<file path="src/rtl/snes_pad_pkg.sv">
// Shared definitions for the SNES/NES pad poller.
//   - poll_state_t : poller FSM state encoding
//   - SNES_*       : bit positions within one pad's button vector
//                    (bit 0 is the first bit shifted out of the pad)
//   - DEFAULT_*    : pad timing defaults for a 50 MHz clk_50
package snes_pad_pkg;

    typedef enum logic [2:0] {
        ST_IDLE,
        ST_LATCH,
        ST_SAMPLE,
        ST_CLK_LO,
        ST_DONE
    } poll_state_t;

    localparam int unsigned SNES_B      = 0;
    localparam int unsigned SNES_Y      = 1;
    localparam int unsigned SNES_SELECT = 2;
    localparam int unsigned SNES_START  = 3;
    localparam int unsigned SNES_N      = 4;
    localparam int unsigned SNES_S      = 5;
    localparam int unsigned SNES_W      = 6;
    localparam int unsigned SNES_E      = 7;
    localparam int unsigned SNES_A      = 8;
    localparam int unsigned SNES_X      = 9;
    localparam int unsigned SNES_L      = 10;
    localparam int unsigned SNES_R      = 11;

    // 6 us half-period of pad_clk, 60 Hz poll rate
    localparam int unsigned DEFAULT_CLK_DIV     = 300;
    localparam int unsigned DEFAULT_POLL_PERIOD = 833333;

endpackage

</file>
<file path="src/rtl/pad_edge_detect.sv">
// Registered button-state comparator.
// On a load strobe the new vector becomes the current button state and the
// change against the previous state is reported as one-cycle pulses.
// Ports:
//   clk, rst_n  clock, asynchronous active-low reset
//   load        one-cycle strobe: accept new_vec
//   new_vec     freshly sampled button vector, active-high
//   buttons     current button state
//   pressed     one-cycle pulse per bit on a 0->1 change
//   released    one-cycle pulse per bit on a 1->0 change
//   updated     one-cycle pulse when buttons actually changed
module pad_edge_detect
    import snes_pad_pkg::*;
#(
    parameter int unsigned WIDTH = 32
) (
    input  logic             clk,
    input  logic             rst_n,
    input  logic             load,
    input  logic [WIDTH-1:0] new_vec,
    output logic [WIDTH-1:0] buttons,
    output logic [WIDTH-1:0] pressed,
    output logic [WIDTH-1:0] released,
    output logic             updated
);

    always_ff @(posedge clk or negedge rst_n) begin
        if (!rst_n) begin
            buttons  <= '0;
            pressed  <= '0;
            released <= '0;
            updated  <= 1'b0;
        end else if (load) begin
            buttons  <= new_vec;
            pressed  <= new_vec & ~buttons;
            released <= ~new_vec & buttons;
            updated  <= (new_vec != buttons);
        end else begin
            pressed  <= '0;
            released <= '0;
            updated  <= 1'b0;
        end
    end

endmodule

</file>
<file path="src/rtl/snes_pad_poller.sv">
// Polls NUM_PADS serial NES/SNES controllers in parallel over a shared
// pad_clk/pad_latch pair and deserialises NUM_BITS per pad into active-high
// button vectors with per-button press/release pulses.
// Optional feature macro: PAD_PRESENCE_DETECT_EN
//   adds one extra clocked bit per poll (low = pad connected) and the
//   pad_present output; absent pads read as all-released.
// Ports:
//   clk_50       50 MHz system clock
//   reset_n      asynchronous active-low reset
//   pad_dout     serial data from each pad, active-low
//   poll_req     one-cycle request for an immediate poll
//   pad_clk      shared controller clock, idles high
//   pad_latch    shared controller latch, idles low
//   busy         high while a poll is in progress
//   updated      one-cycle pulse when buttons change to a new sample
//   buttons      pad p bit b at index p*NUM_BITS+b, active-high
//   pressed      one-cycle pulse per button on 0->1
//   released     one-cycle pulse per button on 1->0
//   pad_present  (PAD_PRESENCE_DETECT_EN only) per-pad connection flag
module snes_pad_poller
    import snes_pad_pkg::*;
#(
    parameter int unsigned NUM_PADS    = 2,
    parameter int unsigned NUM_BITS    = 16,
    parameter int unsigned CLK_DIV     = DEFAULT_CLK_DIV,
    parameter int unsigned POLL_PERIOD = DEFAULT_POLL_PERIOD
) (
    input  logic                         clk_50,
    input  logic                         reset_n,
    input  logic [NUM_PADS-1:0]          pad_dout,
    input  logic                         poll_req,
    output logic                         pad_clk,
    output logic                         pad_latch,
    output logic                         busy,
    output logic                         updated,
    output logic [NUM_PADS*NUM_BITS-1:0] buttons,
    output logic [NUM_PADS*NUM_BITS-1:0] pressed,
    output logic [NUM_PADS*NUM_BITS-1:0] released
`ifdef PAD_PRESENCE_DETECT_EN
    ,
    output logic [NUM_PADS-1:0]          pad_present
`endif
);

    localparam int unsigned DIV_W = $clog2(CLK_DIV);
    localparam int unsigned TMR_W = $clog2(POLL_PERIOD);
    localparam int unsigned IDX_W = $clog2(NUM_BITS + 1);
    localparam int unsigned TOTAL = NUM_PADS * NUM_BITS;

`ifdef PAD_PRESENCE_DETECT_EN
    localparam int unsigned LAST_BIT = NUM_BITS;
`else
    localparam int unsigned LAST_BIT = NUM_BITS - 1;
`endif

    localparam logic [DIV_W-1:0] DIV_RELOAD = DIV_W'(CLK_DIV - 1);
    localparam logic [TMR_W-1:0] TMR_LAST   = TMR_W'(POLL_PERIOD - 1);
    localparam logic [IDX_W-1:0] LAST_IDX   = IDX_W'(LAST_BIT);

    // Reset: asynchronous assertion, deassertion aligned to clk_50
    logic [1:0] rst_pipe;
    logic       rst_n;

    always_ff @(posedge clk_50 or negedge reset_n) begin
        if (!reset_n) begin
            rst_pipe <= '0;
        end else begin
            rst_pipe <= {rst_pipe[0], 1'b1};
        end
    end

    assign rst_n = rst_pipe[1];

    // Pad data synchroniser; lines idle high (released)
    logic [NUM_PADS-1:0] din_meta;
    logic [NUM_PADS-1:0] din_sync;

    always_ff @(posedge clk_50 or negedge rst_n) begin
        if (!rst_n) begin
            din_meta <= '1;
            din_sync <= '1;
        end else begin
            din_meta <= pad_dout;
            din_sync <= din_meta;
        end
    end

    // Poll scheduling
    poll_state_t       state;
    logic [TMR_W-1:0]  timer;
    logic              pending;
    logic              take_poll;

    assign take_poll = (state == ST_IDLE) && pending;

    always_ff @(posedge clk_50 or negedge rst_n) begin
        if (!rst_n) begin
            timer   <= '0;
            pending <= 1'b0;
        end else begin
            if (timer == TMR_LAST) begin
                timer <= '0;
            end else begin
                timer <= timer + TMR_W'(1);
            end

            // Any number of triggers before the FSM takes the request
            // collapse into a single pending poll.
            if (take_poll) begin
                pending <= 1'b0;
            end else if ((timer == TMR_LAST) || poll_req) begin
                pending <= 1'b1;
            end
        end
    end

    // Poll FSM
    logic [DIV_W-1:0]                   div_cnt;
    logic                               tick;
    logic                               latch_half;
    logic [IDX_W-1:0]                   bit_idx;
    logic [NUM_PADS-1:0][NUM_BITS-1:0]  shift_q;
    logic                               load_q;
`ifdef PAD_PRESENCE_DETECT_EN
    logic [NUM_PADS-1:0]                present_shift;
`endif

    assign tick = (div_cnt == '0);

    always_ff @(posedge clk_50 or negedge rst_n) begin
        if (!rst_n) begin
            state      <= ST_IDLE;
            div_cnt    <= '0;
            latch_half <= 1'b0;
            bit_idx    <= '0;
            shift_q    <= '0;
            load_q     <= 1'b0;
            pad_clk    <= 1'b1;
            pad_latch  <= 1'b0;
            busy       <= 1'b0;
`ifdef PAD_PRESENCE_DETECT_EN
            present_shift <= '0;
`endif
        end else begin
            load_q <= 1'b0;
            if (!tick) begin
                div_cnt <= div_cnt - DIV_W'(1);
            end

            case (state)
                ST_IDLE: begin
                    if (pending) begin
                        state      <= ST_LATCH;
                        div_cnt    <= DIV_RELOAD;
                        latch_half <= 1'b0;
                        shift_q    <= '0;
                        pad_latch  <= 1'b1;
                        busy       <= 1'b1;
                    end
                end

                // Latch is held for two half-periods
                ST_LATCH: begin
                    if (tick) begin
                        div_cnt <= DIV_RELOAD;
                        if (!latch_half) begin
                            latch_half <= 1'b1;
                        end else begin
                            state     <= ST_SAMPLE;
                            pad_latch <= 1'b0;
                            bit_idx   <= '0;
                        end
                    end
                end

                // Bits enter at the MSB and move down, so after NUM_BITS
                // samples the first bit shifted sits in bit 0, the same
                // result as writing shift bit [bit_idx] directly.
                ST_SAMPLE: begin
                    if (tick) begin
                        for (int unsigned p = 0; p < NUM_PADS; p++) begin
`ifdef PAD_PRESENCE_DETECT_EN
                            if (bit_idx == LAST_IDX) begin
                                present_shift[p] <= ~din_sync[p];
                            end else begin
                                shift_q[p] <= {~din_sync[p], shift_q[p][NUM_BITS-1:1]};
                            end
`else
                            shift_q[p] <= {~din_sync[p], shift_q[p][NUM_BITS-1:1]};
`endif
                        end
                        state   <= ST_CLK_LO;
                        pad_clk <= 1'b0;
                        div_cnt <= DIV_RELOAD;
                    end
                end

                ST_CLK_LO: begin
                    if (tick) begin
                        pad_clk <= 1'b1;
                        div_cnt <= DIV_RELOAD;
                        if (bit_idx == LAST_IDX) begin
                            state  <= ST_DONE;
                            load_q <= 1'b1;
                        end else begin
                            bit_idx <= bit_idx + IDX_W'(1);
                            state   <= ST_SAMPLE;
                        end
                    end
                end

                ST_DONE: begin
                    busy  <= 1'b0;
                    state <= ST_IDLE;
                end

                default: begin
                    state <= ST_IDLE;
                end
            endcase
        end
    end

`ifdef PAD_PRESENCE_DETECT_EN
    always_ff @(posedge clk_50 or negedge rst_n) begin
        if (!rst_n) begin
            pad_present <= '0;
        end else if (load_q) begin
            pad_present <= present_shift;
        end
    end
`endif

    // Absent pads read as all-released; releases on disconnect still fire
    // because the previous state is compared against zeros.
    logic [TOTAL-1:0] new_vec;

    always_comb begin
        new_vec = '0;
        for (int unsigned p = 0; p < NUM_PADS; p++) begin
`ifdef PAD_PRESENCE_DETECT_EN
            new_vec[p*NUM_BITS +: NUM_BITS] = shift_q[p] & {NUM_BITS{present_shift[p]}};
`else
            new_vec[p*NUM_BITS +: NUM_BITS] = shift_q[p];
`endif
        end
    end

    pad_edge_detect #(
        .WIDTH(TOTAL)
    ) u_edge (
        .clk      (clk_50),
        .rst_n    (rst_n),
        .load     (load_q),
        .new_vec  (new_vec),
        .buttons  (buttons),
        .pressed  (pressed),
        .released (released),
        .updated  (updated)
    );

endmodule
</file>
<file path="config.mk">
export PLATFORM = sky130hd
export DESIGN_NAME = snes_pad_poller
export DESIGN_NICKNAME = d
export VERILOG_FILES = /design/src/rtl/snes_pad_pkg.sv /design/src/rtl/pad_edge_detect.sv /design/src/rtl/snes_pad_poller.sv
export SDC_FILE = /design/constraint.sdc
export NUM_CORES = 1
export LEC_CHECK = 0
export ABC_CLOCK_PERIOD_IN_PS = 15700
export CAP_MARGIN = 10
export CORE_UTILIZATION = 51
export CTS_CLUSTER_SIZE = 20
export DETAILED_ROUTE_END_ITERATION = 7
export GPL_ROUTABILITY_DRIVEN = 0
export PLACE_DENSITY_LB_ADDON = 0.15
export REMOVE_ABC_BUFFERS = 1
export SYNTH_ARGS = -nofsm -noshare
export SYNTH_HDL_FRONTEND = slang
export SYNTH_SLANG_ARGS = --single-unit
export TNS_END_PERCENT = 1
</file>
<file path="constraint.sdc">
create_clock -name clk_50 -period 15.7 [get_ports clk_50]
set_input_delay 3.14 -clock clk_50 [delete_from_list [all_inputs] [get_ports clk_50]]
set_output_delay 3.14 -clock clk_50 [all_outputs]
set_load 0.05 [all_outputs]
</file>
# Word-level counts from Yosys, hierarchy flattened
# Index checks and enable logic that the tools add are counted.
[totals]
regBits = 178
input_bits = 5
output_inout_bits = 100
elab_cells = 97
[op_classes]
n_addsub = 3
eq_ne = 13
mux = 38
n_bitwise = 6
n_reduce_logical = 18
[op_table]
columns = ["operator", "n"]
rows = [
  ["2-to-1 mux 32 bit", 4],
  ["AND 32 bit", 2],
  ["NOT 32 bit", 2],
  ["one-hot mux 32 bit (2 select lines)", 1],
  ["!= test 32 bit", 1],
  ["2-to-1 mux 9 bit", 3],
  ["adder 20 x 1 -> 20 bit (second input constant)", 1],
  ["== test 20 bit (second input constant)", 1],
  ["2-to-1 mux 20 bit", 1],
  ["2-to-1 mux 5 bit", 4],
  ["2-to-1 mux 3 bit", 6],
  ["one-hot mux 9 bit (2 select lines)", 1],
  ["2-to-1 mux 1 bit", 12],
  ["!= test 2 bit (second input constant)", 6],
  ["one-hot mux 3 bit (4 select lines)", 1],
  ["nonzero test 2 bit", 6],
  ["one-hot mux 5 bit (2 select lines)", 1],
  ["AND reduction 5 bit", 2],
  ["logical NOT 9 bit", 1],
  ["AND reduction 3 bit", 3],
  ["subtractor 9 x 1 -> 9 bit (second input constant)", 1],
  ["one-hot mux 1 bit (2 select lines)", 4],
  ["== test 3 x 2 -> 1 bit (second input constant)", 2],
  ["adder 5 x 1 -> 5 bit (second input constant)", 1],
  ["other kinds (10)", 11],
]

# Longest topological paths before layout
# Gate-level depths: netlist (run 1).
[depth]
ltp_word = 4
ltp_mapped = 8
depth_no_buf = 7

# Cells and area by module
# A second synthesis (run 1) with hierarchy kept.
[hier_totals]
cells_unflattened = 741
hier_area_um2 = 7888.8
[modules_own_cells]
columns = ["mod", "n_inst", "cells_each", "area_each_um2", "seq_area_each_um2"]
rows = [
  ["pad_edge_detect", 1, 378, 4311.6, 2427.3],
  ["snes_pad_poller", 1, 363, 3577.2, 2033.2],
]

# Least setup slack after synthesis (run 1)
# Ideal clock, no wire load.
[synth_timing]
kind = "reg-to-output"
startpoint = "register pad_clk"
endpoint = "output port pad_clk"
arrival_time_ns = 0.661
required_time_ns = 12.560
slack_ns = 11.899
path_stages_with_launch = 1
n_path_buf = 0
cell_sequence = "dfstp_2"
[synth_lines]
columns = ["item", "line_no", "source"]
rows = [
  ["start: declaration", "snes_pad_poller.sv:32", "output logic pad_clk,"],
  ["start signal: assignment", "snes_pad_poller.sv:138", "pad_clk <= 1'b1;"],
  ["start signal: assignment", "snes_pad_poller.sv:193", "pad_clk <= 1'b0;"],
  ["start signal: assignment", "snes_pad_poller.sv:200", "pad_clk <= 1'b1;"],
]
# No word-level cell between the ends.

# Worst setup path in the final report (run 1)
[layout_timing]
startpoint = "register pad_clk"
endpoint = "output port pad_clk"
# No word-level cell between the ends.

==> results of run 1 <==
==> area by class of cell <==
class,instances,area (um2)
clock buffer,24,491.7
multi-input combinational,457,3015
tap,188,235.2
timing repair buffer,108,1071
sequential,178,4468
clock inverter,8,77.57
inverter,77,289.0
fill,1164,5498
==> routing by layer <==
layer / up-vias / GRT usage (%) / routed length (um)
li1: 2611 / - / -
met1: 2574 / 27.07 / 6926
met2: 106 / 31.82 / 7030
met3: 22 / 5.310 / 732
met4: 0 / 7.442 / 257
met5: - / 0 / 0
==> where the power goes <==
group	internal, mW	switching [mW]
combinational	0.0538	0.0761
sequential	0.494	0.0512
clock	0.235	0.172
total	0.783	0.300
==> sequential cells by signal, indices dropped and copies added, names as in the netlist, 3 cells and up <==
signal,count
u_edge.buttons,32
u_edge.released,32
div_cnt,9
state,3
bit_idx,5
new_vec,32
u_edge.pressed,32
timer,20
==> synthesized netlist by cell type (2+ instances only) <==
| cell type | number | area (um2) |
|---|---|---|
| dfrtp_1 | 173 | 4329 |
| nand2_1 | 108 | 405.4 |
| inv_1 | 77 | 289.0 |
| ha_1 | 70 | 875.8 |
| o21ai_0 | 67 | 335.3 |
| and2_1 | 65 | 406.6 |
| clkbuf_1 | 23 | 86.33 |
| nor2_1 | 19 | 71.32 |
| nand4_1 | 14 | 87.58 |
| a21oi_1 | 13 | 65.06 |
| xnor2_1 | 12 | 105.1 |
| nand3_1 | 11 | 55.05 |
| nor3_1 | 7 | 35.03 |
| and3_1 | 6 | 37.54 |
| buf_2 | 6 | 30.03 |
| dfstp_2 | 5 | 131.4 |
| nor4_1 | 5 | 31.28 |
| or3_1 | 5 | 31.28 |
| mux2i_1 | 4 | 40.04 |
| nor2b_1 | 4 | 25.02 |
| or4_1 | 4 | 30.03 |
| xor2_1 | 4 | 35.03 |
| nand3b_1 | 3 | 22.52 |
| o211ai_1 | 3 | 22.52 |
| o21ai_1 | 3 | 15.01 |
| or3b_2 | 3 | 26.28 |
| and4_1 | 2 | 17.52 |
| nor4_2 | 2 | 25.02 |
| o31ai_1 | 2 | 15.01 |
==> worst paths after layout <==
path	end	slack [ns]	startpoint
max in group asynchronous	rst_pipe[1]$_DFF_PN0_	12.70	reset_n
min reg2reg	u_edge.buttons[4]$_DFFE_PN0P_	0.32	rst_pipe[1]$_DFF_PN0_
min in group clk_50	din_sync[0]$_DFF_PN1_	0.36	din_meta[0]$_DFF_PN1_
max reg2reg	u_edge.pressed[30]$_DFF_PN0_	13.30	rst_pipe[1]$_DFF_PN0_
max	pad_clk	10.83	pad_clk$_DFFE_PN1P_
min	u_edge.buttons[4]$_DFFE_PN0P_	0.32	rst_pipe[1]$_DFF_PN0_
==> metrics by stage <==
step | instances | power [mW] | util [%] | worst slack (ns) | instance area [um2]
after detailed placement | 1008 | 0.6832 | 59.94 | 11.27 | 9079
after global routing | 1040 | 1.138 | 63.70 | 10.79 | 9648
after global placement | 1008 | 0.6731 | 59.94 | 11.26 | 9079
after floorplan | 712 | 0.6366 | - | 10.38 | 7760
final | 1040 | 1.083 | 63.70 | 10.83 | 9648
after CTS | 1040 | 1.093 | 63.70 | 10.81 | 9648
==> cells by family after synthesis <==
logic type	Yosys count	share of synthesized area, %
buffers and inverters	106	5.147
adders and majority gates	70	11.12
DFF	178	56.63
other	1	0.04761
xor gates and xnor gates	16	1.779
muxes	5	0.6513
and+or+nand+nor	265	17.57
AOI/OAI and AO/OA	100	7.053
==> out/results.ini, run 1 <==
[worst_setup_path]
r2r_cells = 2
crit_family = buffers and inverters
cp.required_ns = 12.56
slowest_delay_ns = 0.79
critPathBufInv = 1
path_depth = 1
cp_data_arrival_time_ns = 1.73
crit_slowest_cell = clkdlybuf4s50_1
critPathLaunchType = register
crit_chain = clkdlybuf4s50_1
crit_type = reg -> out
critPathMaxFanout = 2
crit_path_end_kind = output pin

[routing]
drt-total-wl_um = 14950
firstDrtPassIters = 5
viasPerCell = 5.109
drc = 0
drt_iter0_markers = 273
avgRoutedWirePerCell_um = 14.37
vias = 5313
ant_nets = 0

[clock_tree]
root_buffer = clkbuf_16
cts.hold.buffers_added = 0
tritoncts = yes
htreeDepth = 4
insertion_delay_ns = 0.43
cts_made_buffers = 17
cts_setup_buffers = 0
clock-sinks = 178
clockBufferDepth = 2
post_cts_resized = 0
clkSlewWorstSetupHoldPaths_ns = 0.07

[sta]
rsz0062_at_grt = no
setup_viol = 0
worst_pin_slew_ns = 1.039
period_share_pct = 31.03
whs_ns = 0.3213
hold_viol = 0
maxSlewViolCount = 0
fin_crit_ns = 4.872
slew_headroom_pct = 30.72
fmax_ghz = 0.2053
fin_tns_setup_ns = 0
skew_ns = 0.01240

[yosys]
async_flop_share_pct = 100.0
syn_inst = 741
synth_top_flop_cell = dfrtp_1
synth_edf_count = 0
ys_types = 50
ys_ff_latch = 178
synth-warning-count = 0
avgSynthCellArea_um2 = 10.63
synth_area_um2 = 7876
ys_seq_area_share_pct = 56.63

[global_route]
grt_max_degree = 130
gr-usage-all-layers_pct = 20.22
antenna_found_initial = 0
overflow = 0
grt_pass1_vias = 5226
grt_pass1_wl_um = 25310

[place]
dp.final_hpwl_um = 10030
io_buffers = 104

[floorplanning]
die_y_um = 126.3
io-pin-count = 105
die-area_um2 = 15940
initial_core_util_pct = 52.00
core_area_um2 = 15150
fp-row-count = 45
dieWidth_um = 126.3

[final_layout]
nNetsFinal = 914
final_common_cell = dfrtp_1
diodes = 0
syn_to_final_growth_pct = 22.49
final_cell_mix = dfrtp_1 (171), nand2_1 (108), clkdlybuf4s50_1 (104), inv_1 (77), ha_1 (70)
drive_above_1_share_pct = 5.986

[outcome]
status = finished, final reports clean

[power_and_ir_drop]
leakage_nw = 4.403
vdd_drop_max_mv = 0.07753
powerDensity_nw_per_um2 = 112.2

[hold_path]
min_path_type = reg -> async

[flow_run]
drv_cap = 0

(Power assumes the default switching activity.)
==> run 2: changes to the inputs <==
--- a/config.mk
+++ b/config.mk
@@ -5,7 +5,7 @@
 export SDC_FILE = /design/constraint.sdc
 export NUM_CORES = 1
 export LEC_CHECK = 0
-export ABC_CLOCK_PERIOD_IN_PS = 15700
+export ABC_CLOCK_PERIOD_IN_PS = 5000
 export CAP_MARGIN = 10
 export CORE_UTILIZATION = 51
 export CTS_CLUSTER_SIZE = 20
==> constraint.sdc (replaced) <==
create_clock -name clk_50 -period 5 [get_ports clk_50]
set_input_delay 1 -clock clk_50 [delete_from_list [all_inputs] [get_ports clk_50]]
set_output_delay 1 -clock clk_50 [all_outputs]
set_load 0.05 [all_outputs]
==> out/results.ini, run 2 (synthesis gave the netlist of run 1 again) <==
[floorplanning]
core_area_um2 = 15150  ; unchanged
die-area_um2 = 15940  ; unchanged
io-pin-count = 105  ; unchanged
fp-row-count = 45  ; unchanged
dieWidth_um = 126.3  ; unchanged
die_y_um = 126.3  ; unchanged
initial_core_util_pct = 52.00  ; unchanged

[global_route]
grt_max_degree = 130  ; unchanged
grt_pass1_vias = 5322  ; +1.8%
grt.busiest_layer = met2
gr-usage-all-layers_pct = 20.86  ; +0.64 points
antenna_found_initial = 0  ; unchanged
overflow = 0  ; unchanged
gr-usage-met1_pct = 27.54  ; +0.47 points
grt_pass1_wl_um = 26000  ; +2.7%
use_met3_pct = 5.862  ; +0.55 points
grtUsageMet2_pct = 32.89  ; +1.1 points

[final_layout]
drive_above_1_share_pct = 6.000  ; +0.014 points
nNetsFinal = 912  ; -0.22%
final_cell_mix = dfrtp_1 (171), nand2_1 (108), clkdlybuf4s50_1 (104), inv_1 (77), ha_1 (70)
final_common_cell = dfrtp_1
multi_input_comb_area_um2 = 3024  ; +0.29%
n_fill_cell = 1208  ; +3.8%
seqCellArea_um2 = 4468  ; unchanged
diodes = 0  ; unchanged
syn_to_final_growth_pct = 22.97

[power_and_ir_drop]
p_clk_share_pct = 38.6  ; +1.0 points
vdd_drop_max_mv = 0.2676  ; +250%
p_sw_share_pct = 26.89  ; -0.79 points
p_int_mw = 2.520  ; +220%
seq_power_share_pct = 49.9  ; -0.5 points
power_frac_comb_pct = 11.5  ; -0.5 points
powerDensity_nw_per_um2 = 355.8  ; +220%
leakage_nw = 4.412  ; +0.21%
p_sw_mw = 0.9267  ; +210%

[worst_setup_path]
crit_path_end_kind = output pin
crit_chain = clkdlybuf4s50_1
slowest_delay_ns = 0.79  ; about the same
crit_slowest_cell = clkdlybuf4s50_1
r2r_slack_ns = 2.63  ; -10.67 ns
cp.required_ns = 4.00  ; -8.56 ns
cp_data_arrival_time_ns = 1.74  ; about the same
critPathBufInv = 1  ; unchanged
crit_family = buffers and inverters
crit_type = reg -> out
critPathMaxFanout = 2  ; unchanged
critPathLaunchType = register

[sta]
period_share_pct = 54.77
setup_ws_ns = 2.261  ; -8.567 ns
worst_pin_slew_ns = 1.044  ; +0.004610 ns
skew_ns = 0.01375  ; +0.001352 ns
hold_viol = 0  ; unchanged
fmax_ghz = 0.3652
slew_headroom_pct = 30.41  ; -0.31 points
fin_crit_ns = 2.739
fin_tns_setup_ns = 0  ; unchanged
rsz0062_at_grt = no
setup_viol = 0  ; unchanged
maxSlewViolCount = 0  ; unchanged

[clock_tree]
htreeDepth = 4  ; unchanged
clock-sinks = 178  ; unchanged
tritoncts = yes
insertion_delay_ns = 0.43  ; about the same
cts_setup_buffers = 0  ; unchanged
post_cts_resized = 0  ; unchanged
root_buffer = clkbuf_16
cts.hold.buffers_added = 0  ; unchanged
clkSlewWorstSetupHoldPaths_ns = 0.06  ; about the same
clockBufferDepth = 2  ; unchanged
cts_made_buffers = 17  ; unchanged

[routing]
avgRoutedWirePerCell_um = 14.55  ; +1.2%
drt_iter0_markers = 339  ; +24%
drc = 0  ; unchanged
viasPerCell = 5.113  ; about the same
firstDrtPassIters = 6  ; +1
vias = 5307  ; -0.11%
ant_nets = 0  ; unchanged
drt-total-wl_um = 15100  ; +1.0%

[flow_run]
drv_cap = 0  ; unchanged

[place]
dp.final_hpwl_um = 10040  ; +0.11%
io_buffers = 104  ; unchanged
preCtsSetupSlack_ns = 2.566  ; -8.701 ns

[hold_path]
min_path_type = reg -> reg

[outcome]
status = finished, final reports clean

[run 2: final timing paths]
check	startpoint	end	cells after the start
setup / recovery	pad_clk$_DFFE_PN1P_	pad_clk	1
hold / removal	din_meta[0]$_DFF_PN1_	din_sync[0]$_DFF_PN1_	0
setup reg to reg	div_cnt[0]$_DFF_PN0_	new_vec[23]$_DFFE_PN0P_	6
hold reg to reg	din_meta[0]$_DFF_PN1_	din_sync[0]$_DFF_PN1_	0
max in group asynchronous	rst_pipe[1]$_DFF_PN0_	load_q$_DFF_PN0_	1
min in group asynchronous	rst_pipe[1]$_DFF_PN0_	u_edge.buttons[7]$_DFFE_PN0P_	0
[run 2: metal layers]
metal | vias to the layer above | part of all wire (%) | wire length (um)
met2 | 111 | 48 | 7277
met5 | - | 0 | 0
li1 | 2605 | - | -
met1 | 2575 | 46 | 6882
met3 | 16 | 4.8 | 727
met4 | 0 | 1.4 | 214
[run 2: power by group through the flow]
stage | clock [mW] | sequential, mW | combinational (mW)
global placement | 0 | 1.73 | 0.379
finish | 1.33 | 1.72 | 0.397
floorplan | 0 | 1.73 | 0.269
global route | 1.42 | 1.74 | 0.464
detailed placement | 0 | 1.74 | 0.399
CTS | 1.36 | 1.72 | 0.405
[run 2: cell type report]
type                       count  share of cell area, %
clock inverter                 9                  1.059
clock buffer                  23                  5.141
sequential                   178                  46.13
timing repair buffer         106                  11.03
tap                          188                  2.429
inverter                      77                  2.984
multi-input combinational    457                  31.22
[run 2: through the flow]
step / cell area, um2 / std cells / hold WS, ns / total power, mW / utilization [%]
finish: 9686 / 1038 / 0.3569 / 3.446 / 63.95
global route: 9686 / 1038 / 0.3588 / 3.631 / 63.95
CTS: 9677 / 1038 / 0.3576 / 3.486 / 63.89
detailed placement: 9076 / 1006 / 0.3373 / 2.142 / 59.93
global placement: 9076 / 1006 / 0.3385 / 2.111 / 59.93
floorplan: 7760 / 712 / 0.3312 / 1.999 / -
==> run 3: changes to the inputs <==
--- a/config.mk
+++ b/config.mk
@@ -5,9 +5,9 @@
 export SDC_FILE = /design/constraint.sdc
 export NUM_CORES = 1
 export LEC_CHECK = 0
-export ABC_CLOCK_PERIOD_IN_PS = 5000
+export ABC_CLOCK_PERIOD_IN_PS = 2240
 export CAP_MARGIN = 10
-export CORE_UTILIZATION = 51
+export CORE_UTILIZATION = 50
 export CTS_CLUSTER_SIZE = 20
 export DETAILED_ROUTE_END_ITERATION = 7
 export GPL_ROUTABILITY_DRIVEN = 0
==> constraint.sdc (replaced) <==
create_clock -name clk_50 -period 2.24 [get_ports clk_50]
set_input_delay 0.448 -clock clk_50 [delete_from_list [all_inputs] [get_ports clk_50]]
set_output_delay 0.448 -clock clk_50 [all_outputs]
set_load 0.05 [all_outputs]
==> out/results.ini, run 3 (synthesis gave the netlist of run 1 again) <==
[clock_tree]
clkSlewWorstSetupHoldPaths_ns = 0.06  ; about the same
clockBufferDepth = 2  ; unchanged
cts_made_buffers = 17  ; unchanged
clock-sinks = 178  ; unchanged
tritoncts = yes
htreeDepth = 4  ; unchanged
insertion_delay_ns = 0.43  ; about the same
root_buffer = clkbuf_16

[worst_setup_path]
path_depth = 1  ; unchanged
slowest_delay_ns = 0.79  ; about the same
r2r_slack_ns = 0.18  ; -2.45 ns
crit_path_end_kind = output pin
critPathLaunchType = register
cp_data_arrival_time_ns = 1.75  ; about the same
crit_family = buffers and inverters
crit_type = reg -> out
critPathMaxFanout = 2  ; unchanged
cp.required_ns = 1.79  ; -2.21 ns
critPathBufInv = 1  ; unchanged
crit_chain = clkdlybuf4s50_1
r2r_cells = 4  ; -2
crit_slowest_cell = clkdlybuf4s50_1

[final_layout]
drive_above_1_share_pct = 7.407  ; +1.4 points
syn_to_final_growth_pct = 25.05
diodes = 0  ; unchanged
final_common_cell = dfrtp_1
nNetsFinal = 926  ; +1.5%
final_cell_mix = dfrtp_1 (171), nand2_1 (108), clkdlybuf4s50_1 (104), inv_1 (77), ha_1 (70)
n_fill_cell = 1225  ; +1.4%

[global_route]
antenna_found_initial = 0  ; unchanged
gr-usage-met1_pct = 27.51  ; about the same
grtUsageMet2_pct = 32.66  ; -0.23 points
overflow = 0  ; unchanged
grt_max_degree = 85  ; -35%
use_met3_pct = 5.737  ; -0.13 points
grt.busiest_layer = met2
gr-usage-all-layers_pct = 20.60  ; -0.26 points
grt_pass1_vias = 5329  ; +0.13%
grt_pass1_wl_um = 26080  ; +0.32%

[place]
dp.final_hpwl_um = 10520  ; +4.8%
io_buffers = 104  ; unchanged

[sta]
setup_viol = 0  ; unchanged
fin_tns_setup_ns = 0  ; unchanged
whs_ns = 0.1829  ; -0.1740 ns
hold_viol = 0  ; unchanged
rsz0062_at_grt = no
fmax_ghz = 0.4557
worst_pin_slew_ns = 0.6989  ; -0.3449 ns
fin_crit_ns = 2.195
slew_headroom_pct = 53.41  ; +23 points
period_share_pct = 97.97
skew_ns = 0.009453  ; -0.004301 ns
maxSlewViolCount = 0  ; unchanged

[routing]
drt_iter0_markers = 426  ; +26%
viasPerCell = 5.020  ; -1.8%
firstDrtPassIters = 7  ; +1
drt-total-wl_um = 15800  ; +4.6%
ant_nets = 0  ; unchanged
drc = 0  ; unchanged
avgRoutedWirePerCell_um = 14.69  ; +1.0%
vias = 5397  ; +1.7%

[power_and_ir_drop]
leakage_nw = 4.493  ; +1.8%
vdd_drop_max_mv = 0.5597  ; +110%
powerDensity_nw_per_um2 = 778.6  ; +120%

[outcome]
status = finished, final reports clean

[floorplanning]
die_y_um = 127.5  ; +0.98%
io-pin-count = 105  ; unchanged
fp-row-count = 45  ; unchanged
core_area_um2 = 15310  ; +1.1%
dieWidth_um = 127.5  ; +0.98%
die-area_um2 = 16260  ; +2.0%
initial_core_util_pct = 51.43  ; -0.57 points

[hold_path]
min_path_type = in -> async

[flow_run]
drv_cap = 0  ; unchanged

-- run 3: cell count changes in the layout (fill, tap and decap cells not counted), sizes merged --
cell / change
buf: +13
clkinvlp: -1
clkinv: +2
-- run 3: cell type report --
type                            count  area (um2)  area share [%]
Clock buffer                       22       474.2           4.815
Sequential cell                   178        4468           45.36
Clock inverter                     10       108.9           1.105
Timing Repair Buffer              120        1227           12.46
Inverter                           77       289.0           2.934
Multi-Input combinational cell    457        3018           30.64
Tap cell                          211       264.0           2.680
-- run 3: repair_timing --
action                                  CTS  global route
gates resized for setup                   0             3
buffers inserted                          0             1
hold buffers                              0             0
endpoints found under the setup margin    0             3
-- run 3: final timing paths --
check	start	endpoint
min in group clk_50	din_meta[0]$_DFF_PN1_	din_sync[0]$_DFF_PN1_
max	pad_clk$_DFFE_PN1P_	pad_clk
max in group asynchronous	rst_pipe[1]$_DFF_PN0_	din_meta[0]$_DFF_PN1_
max reg2reg	div_cnt[4]$_DFF_PN0_	bit_idx[2]$_DFFE_PN0P_
min reg2reg	rst_pipe[1]$_DFF_PN0_	new_vec[27]$_DFFE_PN0P_
min	reset_n	rst_pipe[0]$_DFF_PN0_
-- run 3: per-layer routing --
| metal | up-vias | share of wire (%) |
|---|---|---|
| met3 | 29 | 5.1 |
| met2 | 127 | 47 |
| met4 | 0 | 1.6 |
| met5 | - | 0 |
| met1 | 2616 | 46 |
| li1 | 2625 | - |
-- run 3: power breakdown --
group,switching (mW),internal (mW),total [mW]
clock,1.19,1.72,2.92
sequential,0.369,3.46,3.83
combinational,0.521,0.399,0.920
total,2.08,5.59,7.67
-- run 3: stage by stage --
stage / power, mW / setup WS, ns / instances / area (um2) / utilization [%]
2_1_floorplan: 4.462 / -3.078 / 712 / 7760 / -
3_3_place_gp: 4.744 / 0.2099 / 1040 / 9225 / 60.24
3_5_place_dp: 4.804 / 0.1402 / 1040 / 9225 / 60.24
4_1_cts: 7.724 / 0.03105 / 1072 / 9808 / 64.04
5_1_grt: 8.073 / 0.01514 / 1075 / 9849 / 64.31
6_report: 7.669 / 0.04546 / 1075 / 9849 / 64.31
